## config.mk

```make
export PLATFORM = sky130hd
export DESIGN_NAME = busca_instrucao
export DESIGN_NICKNAME = d
export VERILOG_FILES = /design/src/rtl/busca_instrucao.sv
export SDC_FILE = /design/constraint.sdc
export NUM_CORES = 1
export LEC_CHECK = 0
export BUFFER_PORTS_ARGS = -buffer_cell sky130_fd_sc_hd__buf_4
export CORE_MARGIN = 2
export CORE_UTILIZATION = 32
export CTS_CLUSTER_SIZE = 12
export DETAILED_ROUTE_END_ITERATION = 8
export PLACE_DENSITY_LB_ADDON = 0.08
export SYNTH_ARGS = -nofsm -noshare
export SYNTH_HDL_FRONTEND = slang
export SYNTH_SLANG_ARGS = --single-unit
```

## constraint.sdc

```tcl
create_clock -name clk -period 3.64 [get_ports clk]
set_input_delay 0.546 -clock clk [delete_from_list [all_inputs] [get_ports clk]]
set_output_delay 0.546 -clock clk [all_outputs]
set_load 0.01 [all_outputs]
```

## src/rtl/busca_instrucao.sv

```systemverilog
// busca_instrucao: MIPS instruction-fetch stage holding the PC, fetching over req/ack and selecting the next PC on retire
module busca_instrucao #(
    parameter logic [31:0] RESET_PC = 32'h0000_0000,
    parameter int          CNT_W    = 32
) (
    input  logic             clk,
    input  logic             rst,
    output logic             imem_req,
    output logic [31:0]      imem_addr,
    input  logic             imem_ack,
    input  logic [31:0]      imem_rdata,
    output logic [31:0]      instr,
    output logic             instr_valid,
    output logic [5:0]       OP,
    output logic [5:0]       Funct,
    output logic [31:0]      pc,
    output logic [31:0]      pc_plus4,
    input  logic             retire,
    input  logic             Branch,
    input  logic             Zero,
    input  logic             Jump,
    output logic [CNT_W-1:0] retired_count
);
    typedef enum logic [1:0] {IDLE, REQ, EXEC} state_t;

    state_t           state_q;
    logic [31:0]      pc_q;
    logic [31:0]      instr_q;
    logic             instr_valid_q;
    logic             imem_req_q;
    logic [CNT_W-1:0] retired_count_q;
    logic [31:0]      next_pc_d;
    logic [31:0]      br_off;

    assign pc_plus4      = pc_q + 32'd4;
    assign br_off        = {{14{instr_q[15]}}, instr_q[15:0], 2'b00};
    assign pc            = pc_q;
    assign imem_addr     = pc_q;
    assign imem_req      = imem_req_q;
    assign instr         = instr_q;
    assign instr_valid   = instr_valid_q;
    assign OP            = instr_q[31:26];
    assign Funct         = instr_q[5:0];
    assign retired_count = retired_count_q;

    // Jump outranks a taken branch; an untaken branch falls through to pc+4
    always_comb begin
        next_pc_d = Jump            ? {pc_plus4[31:28], instr_q[25:0], 2'b00} :
                    (Branch & Zero) ? pc_plus4 + br_off : pc_plus4;
    end

    // Fetch FSM: IDLE -> REQ (wait for ack) -> EXEC (wait for retire) -> REQ
    always_ff @(posedge clk) begin
        if (rst) begin
            state_q         <= IDLE;
            pc_q            <= RESET_PC & ~32'd3;
            instr_q         <= '0;
            instr_valid_q   <= 1'b0;
            imem_req_q      <= 1'b0;
            retired_count_q <= '0;
        end else begin
            case (state_q)
                IDLE: begin
                    state_q    <= REQ;
                    imem_req_q <= 1'b1;
                end
                REQ: if (imem_ack) begin
                    instr_q       <= imem_rdata;
                    instr_valid_q <= 1'b1;
                    imem_req_q    <= 1'b0;
                    state_q       <= EXEC;
                end
                EXEC: if (retire) begin
                    pc_q            <= next_pc_d;
                    instr_valid_q   <= 1'b0;
                    retired_count_q <= retired_count_q + {{(CNT_W-1){1'b0}}, 1'b1};
                    imem_req_q      <= 1'b1;
                    state_q         <= REQ;
                end
                default: begin
                    state_q    <= IDLE;
                    imem_req_q <= 1'b0;
                end
            endcase
        end
    end
endmodule

```

Yosys cells after proc, flatten, opt, wreduce, memory -nomap -nowiden
Index checks and enable logic that the tools add are counted.
Widths: inputs -> output; s select.
{ "totals": {"word_cells": 31, "in_bits": 39, "ff_bits": 100} }
{ "op_classes": {"reduce_logical": 6, "bitwise": 1, "add_sub_neg": 3, "n_mux": 11, "n_eq_ne": 4} }
{ "op_table": {"columns": ["cell", "count"], "rows": [
  ["$mux 32", 2],
  ["$add 32x1->32 const B", 1],
  ["$add 32x3->32 const B", 1],
  ["$add 32x32->32", 1],
  ["$pmux 2 s3", 1],
  ["$reduce_and 2->1", 3],
  ["$mux 1", 4],
  ["$mux 2", 2],
  ["$ne 2x2->1 const B", 2],
  ["$pmux 1 s3", 1],
  ["$reduce_and 3->1", 1],
  ["$eq 2x1->1 const B", 1],
  ["$eq 2x2->1 const B", 1],
  ["$logic_not 2->1", 1],
  ["$pmux 1 s2", 1],
  ["$reduce_bool 2->1", 1],
  ["$and 1x1->1", 1]
]} }

Logic depth before layout (Yosys ltp)
Gate-level depths: netlist (run 1).
{ "logic_depth": {"ltp_word": 4, "depth_mapped": 17, "depth_no_buf": 17} }

Worst setup path before layout (run 1)
Ideal clock, no wire load.
{ "synth_timing": {"path_type": "reg2reg", "startpoint": "reg pc_q[2], in the netlist imem_addr[2]", "endpoint": "reg pc_q[31], in the netlist imem_addr[31]", "required_ps": 3517, "setup_ps": 123, "path_buffers": 1, "synth_period_minus_slack_ps": 3610, "t_arrival_ps": 3487, "slack_ps": 30, "path_stages_with_launch": 17, "path_cell_list": "dfxtp_1 ha_1 nand4_1 inv_1 and2_1 nand2_1 nor2_1 xor2_1 ha_1 clkbuf_1 nand2_1 or3_1 a211oi_4 o21ai_1 and4_1 o31ai_1 mux2_1"} }
{ "synth_via": {"elab_chain_len": 4} }
{ "synth_lines": {"columns": ["element", "line_no", "text"], "rows": [
  ["start, declared", "27", "logic [31:0] pc_q;"],
  ["start signal, assigned", "56", "pc_q <= RESET_PC & ~32'd3;"],
  ["start signal, assigned", "74", "pc_q <= next_pc_d;"],
  ["$add 32x3->32", "35", "assign pc_plus4 = pc_q + 32'd4;"],
  ["net pc_plus4[18]", "17", "output logic [31:0] pc_plus4,"],
  ["$add 32x32->32", "49", "(Branch & Zero) ? pc_plus4 + br_off : pc_plus4;"],
  ["$mux 32", "49", null],
  ["$mux 32", "48", "next_pc_d = Jump ? {pc_plus4[31:28], instr_q[25:0], 2'b00} :"]
]} }
The timed path passes the listed nets, and every way through them passes these cells.
A chain may end at the register's enable or synchronous reset.

Worst setup path in the final report (run 1)
{ "layout_timing": {"startpoint": "reg pc_q[3], in the netlist imem_addr[3]", "endpoint": "reg pc_q[27], in the netlist imem_addr[27]"} }
{ "layout_via": {"elab_chain_len": 4} }
{ "layout_lines": {"columns": ["element", "line_no"], "rows": [
  ["$add 32x3->32 (*)", "35"],
  ["$add 32x32->32", "49"],
  ["$mux 32 (*)", "49"],
  ["$mux 32 (*)", "48"]
]} }
Mark *: on every way between the ends. The rest lies on a longest branch, timed or not.

==> results of run 1 <==
==> layout make-up <==
class	instances	area [um2]
fill	2108	11070
timing repair buffer	303	2275
tap	270	337.8
sequential	97	1947
clock inverter	7	81.33
inverter	17	63.81
multi-input combinational	659	4302
clock buffer	9	225.2
==> state kept, by name (all words and copies together), names as in the netlist <==
register	count
retired_count	32
state_q	1
instr	32
instr_valid	1
imem_req	1
imem_addr	30
==> path summary, 6_finish.rpt <==
kind / slack, ns / end / start / cells after the start
worst max register to register: 0.20 / imem_addr[27] / imem_addr[3] / 16
worst max-delay path: 0.20 / imem_addr[27] / imem_addr[3] / 16
worst min-delay path: 0.42 / instr[30] / imem_rdata[30] / 3
worst min register to register: 0.48 / instr[29] / instr[29] / 2
==> worst min-delay path: cells and delay by family <==
kind | cells | cell delay [ns]
and+or+nand+nor | 1 | 0.04
buffers and inverters | 1 | 0.11
AOI/OAI and AO/OA | 1 | 0.05
==> what timing repair did <==
action / 4_1_cts / 5_1_grt
resized for setup: 10 / 22
endpoints found under the setup margin: 5 / 9
pin swaps: 5 / 14
setup buffers: 4 / 5
hold endpoints to repair: 0 / 0
==> synthesized netlist by cell type, types with 6 or more instances <==
cell type and n:
nand4_1 15, inv_1 16, dfxtp_1 97, and3_1 13, nor2b_1 6, xor2_1 39
a21o_1 16, nand3_1 22, buf_4 48, nor3_1 13, a211oi_1 8, o21bai_1 7
a21oi_1 77, xnor2_1 39, o21ai_0 28, o21a_1 8, o211ai_1 7, and4_1 8
nor2_1 84, a31oi_1 7, nand2_1 129, clkbuf_1 31, o211a_1 6, ha_1 37
==> through the flow <==
stage          util (%)  std cells  cell area [um2]
4_1_cts           44.72       1357             9077
2_1_floorplan         -        856             6661
6_report          45.48       1362             9231
3_5_place_dp      42.91       1337             8710
5_1_grt           45.48       1362             9231
3_3_place_gp      42.91       1337             8710
==> power by group <==
group	total, mW	internal, mW	leakage, nW	switching, mW
Sequential	1.11	1.08	0.786	0.0266
Combinational	0.334	0.145	3.33	0.190
Clock	1.01	0.492	0.150	0.517
Total	2.45	1.72	4.27	0.734
==> cells by family after synthesis <==
logic type                 synth area share, %
adders and majority gates                7.271
buffers and inverters                    8.476
and+or+nand+nor                          22.49
AOI/OAI and AO/OA                        21.27
muxes                                   0.9230
DFF                                      29.23
other                                  0.05645
xor gates and xnor gates                 10.28
==> layer usage <==
metal	GRT usage (%)	up-vias	share of wire [%]
met5	0	-	0
met4	5.667	0	1.9
met3	4.264	34	6.0
met2	33.24	228	44
met1	29.44	3210	48
li1	-	3415	-
==> out/metrics.yaml, run 1 <==
antennaDiodeCount: 0
synth_top_cell_by_area: "dfxtp_1"
critPathBufInv: 3
initial_utilization_pct: 32.72
ys_warn_count: 0
holdCritPathClass: "input port to register"
synth_flop_cell: "dfxtp_1"
p_leak_nw: 4.265
clock-sinks: 97
start_kind: "register"
yosysTopAreaCellShare_pct: 29.23
worstPathArrival_ns: 3.70
wirelength_um: 23690
cp_max_fo: 5
synth_cell_types: 73
final-setup-viol-count: 0
cpLargestDelayFamily: "compound AO/OA/AOI/OAI gates"
rsz0062_at_grt: "yes"
dp_hpwl_um: 17790
die_y_um: 148.1
drc: 0
critPathSlowestCell: "or3_4"
layout_commonest_cell: "buf_4"
viasPerCell: 5.057
dieWidth_um: 148.1
cp.required_ns: 3.90
clock_latency_ns: 0.36
dr.pass1.iters: 4
antenna_found_initial: 0
dieArea_um2: 21930
skew_ns: 0.009677
root_buffer: "clkbuf_16"
drt_iter0_drc: 362
final-max-slew-violation-count: 0
cts_tree: "built"
final-hold-violation-count: 0
overflow: 0
powerDensity_nw_per_um2: 265.6
fin_crit_ns: 3.436
crit_path_frequent_cell: "nand4_1"
critPathCaptureType: "register"
grt_pass1_wl_um: 36520
ys_ff_latch: 97
power_mw: 2.452
numPortBuffers: 206
setup_ws_ns: 0.2045
cts.htree.levels: 3
crit_chain: "ha_4 -> nand4_1 -> inv_2 -> and2_4 -> nand4_1 -> xnor2_1 -> ha_1 -> buf_4 -> inv_1 -> or3_4 -> a211oi_4 -> a21oi_2 -> o21ai_4 -> and4_1 -> o21ai_0 -> a32o_1"
max_slew_margin_pct: 43.47
synthCells: 851
layout.nets: 1164
postCtsHoldBufs: 0
ios: 213
max-cap-violations: 0
grt_use_total_pct: 21.09
synthTopCellsByArea: "dfxtp_1 29%, nand2_1 7.3%, ha_1 7.0%, a21oi_1 5.8%, buf_4 5.4%"
dpl_worst_slack_ns: -0.1186
cts_buffers: 9
core_area_um2: 20300
final_cell_mix: "303 x buf_4, 128 x nand2_1, 95 x dfxtp_1"
ys_async_sr_fraction_pct: 0
avgSynthCellArea_um2: 7.806
grt_pass1_vias: 6607
worst-setup-path-type: "register to register"
rows: 52
num_vias: 6887
path_clk_slew_ns: 0.09
synth_edf_count: 0
worst_slew_pin_slew_ns: 0.8479
syn-cell-area_um2: 6643
clock_path_buffers: 2
finalWeightedCongestion: 0.8731
max_stage_delay_ns: 0.40
grt_max_degree: 55
fmax_mhz: 291.1
finalCritPeriodShare_pct: 94.38
fin_setup_tns_ns: 0
whs_ns: 0.4210
layout-drive-gt1-share_pct: 33.15
status: "complete, no violations"
yosysSeqAreaShare_pct: 29.23
drtAntennaViolNets: 0
ir_drop_uv: 203.3
synthToLayoutAreaGrowth_pct: 38.97
routedWlPerCell_um: 17.40
Note: power is estimated with default switching activity, not from simulation.
==> run 2: changes to the inputs <==
Settings changed: REMOVE_ABC_BUFFERS set to 1.
==> run 2 against run 1 <==
  * Flip-flop and latch count stayed put
  * Critical endpoint is now imem_addr[31]
  * Non-clock buffer count is 2 lower
  * Largest cell class unchanged
  * Critical path type unchanged
  * Maximum frequency is 1.4% lower
==> out/metrics.yaml, run 2 (synthesis results as in run 1) <==
initial_utilization_pct: 32.72  # unchanged
core_area_um2: 20300  # unchanged
status: "complete, no violations"
clock_path_buffers: 2  # unchanged
synthToLayoutAreaGrowth_pct: 39.76
layout-drive-gt1-share_pct: 34.40  # +1.3 points
drtAntennaViolNets: 0  # unchanged
viasPerCell: 5.038  # -0.36%
p_leak_nw: 4.300  # +0.80%
grt_pass1_wl_um: 35970  # -1.5%
cp.required_ns: 3.89  # about the same
fin_setup_tns_ns: 0  # unchanged
critical_path.startpoint: "imem_addr[14]"
num_vias: 6852  # -0.51%
grt_pass1_vias: 6429  # -2.7%
max_slew_margin_pct: 43.30  # -0.18 points
overflow: 0  # unchanged
clock-sinks: 97  # unchanged
drt_iter0_drc: 342  # -5.5%
holdCritPathClass: "input port to register"
timing.reg2reg.worst_path_depth: 15  # -1
rsz0062_at_grt: "yes"
cts_tree: "built"
cts_buffers: 9  # unchanged
cts.htree.levels: 3  # unchanged
critPathCaptureType: "register"
grt_max_degree: 55  # unchanged
fin_crit_ns: 3.485  # +0.04901 ns
antennaDiodeCount: 0  # unchanged
grt.met1_usage_pct: 29.87  # +0.43 points
top_usage_layer: "met2"
final_cell_mix: "301 x buf_4, 128 x nand2_1, 96 x dfxtp_1"
antenna_found_initial: 0  # unchanged
max-cap-violations: 0  # unchanged
regToRegEndpoint: "imem_addr[31]"
power_mw: 2.416  # -1.5%
dieWidth_um: 148.1  # unchanged
layout.nets: 1162  # -0.17%
placed_area_um2: 8695  # -0.17%
finalWeightedCongestion: 0.8930  # +2.3%
die_y_um: 148.1  # unchanged
setup_ws_ns: 0.1555  # -0.04902 ns
start_kind: "register"
ios: 213  # unchanged
fin_area_um2: 9284  # +0.57%
whs_ns: 0.4302  # +0.009267 ns
final-setup-viol-count: 0  # unchanged
layout_commonest_cell: "buf_4"
final-max-slew-violation-count: 0  # unchanged
finalCritPeriodShare_pct: 95.73  # +1.3 points
powerDensity_nw_per_um2: 260.3  # -2.0%
grt_use_total_pct: 20.81  # -0.28 points
routedWlPerCell_um: 17.24  # -0.91%
met3_usage_pct: 3.834  # -0.43 points
cp_max_fo: 4  # -1
dieArea_um2: 21930  # unchanged
worstPathArrival_ns: 3.73  # +0.03 ns
r2r_setup_slack_ns: 0.16  # -0.05 ns
path_clk_slew_ns: 0.08  # about the same
drc: 0  # unchanged
cp-endpoint: "imem_addr[31]"
root_buffer: "clkbuf_16"
worst-setup-path-type: "register to register"
skew_ns: 0.009377  # -0.0002994 ns
use_met2_pct: 32.11  # -1.1 points
wirelength_um: 23450  # -1.1%
rows: 52  # unchanged
dpl_worst_slack_ns: 0.01501  # +0.1336 ns
dp_hpwl_um: 17610  # -0.97%
fmax_mhz: 287.0  # -1.4%
crit-reg2reg-launch: "imem_addr[14]"
final-hold-violation-count: 0  # unchanged
dr.pass1.iters: 4  # unchanged
ir_drop_uv: 199.0  # -2.1%
clock_latency_ns: 0.35  # about the same
worst_slew_pin_slew_ns: 0.8474  # -0.0004960 ns
numPortBuffers: 206  # unchanged
-- run 2: cell types whose count changed in the layout (fill, tap and decap cells not counted), sizes merged --
| cell | delta |
|---|---|
| clkinvlp | +1 |
| clkinv | -1 |
| buf | -2 |
-- run 2: worst min path at each step --
stage                        start        end  slack [ns]  cells past startpoint
floorplan                instr[24]  instr[24]        0.48                      2
global placement         instr[30]  instr[30]        0.46                      2
detailed placement       instr[30]  instr[30]        0.47                      2
CTS                 imem_rdata[26]  instr[26]        0.42                      3
global route        imem_rdata[15]  instr[15]        0.42                      3
finish              imem_rdata[25]  instr[25]        0.43                      3
-- run 2: routing by layer --
layer | vias to the layer above | wire length [um]
li1 | 3413 | -
met1 | 3238 | 11300
met2 | 179 | 10570
met3 | 22 | 1251
met4 | 0 | 329
met5 | - | 0
-- run 2: what timing repair did --
action / CTS / global route
hold buffers: 0 / 0
gates resized for setup: 2 / 45
setup buffers: 1 / 8
pin swaps: 2 / 22
endpoints found under the hold margin: 0 / 0
endpoints found under the setup margin: 1 / 12
-- run 2: stage by stage --
| stage | std cells | utilization (%) |
|---|---|---|
| after detailed placement | 1335 | 42.83 |
| after floorplan | 773 | - |
| after global routing | 1360 | 45.73 |
| after CTS | 1352 | 44.37 |
| after global placement | 1335 | 42.83 |
| final | 1360 | 45.73 |
-- run 2: critical path, cell delays in order (launching register included) --
cell     delay [ns]
dfxtp_1        0.33
and4_4         0.27
nand3_4        0.11
nor3_2         0.21
buf_4          0.16
and3_4         0.20
nand4_1        0.19
xnor2_2        0.22
ha_1           0.30
nand4_1        0.21
nor2_1         0.15
nor3_1         0.06
a21o_1         0.20
and4_4         0.19
o31ai_2        0.24
mux2_1         0.33
-- run 2: layout make-up --
cell class	count	area [um2]
clock buffers	9	225.2
clock inverters	7	72.57
fillers	2099	11020
inverters	17	63.81
multi-input cells	659	4382
flip-flops and latches	97	1943
well taps	270	337.8
repair buffers	301	2260
-- run 2: where the power goes --
part	internal (mW)	switching, mW
Sequential	1.08	0.0288
Combinational	0.145	0.184
Clock	0.485	0.490
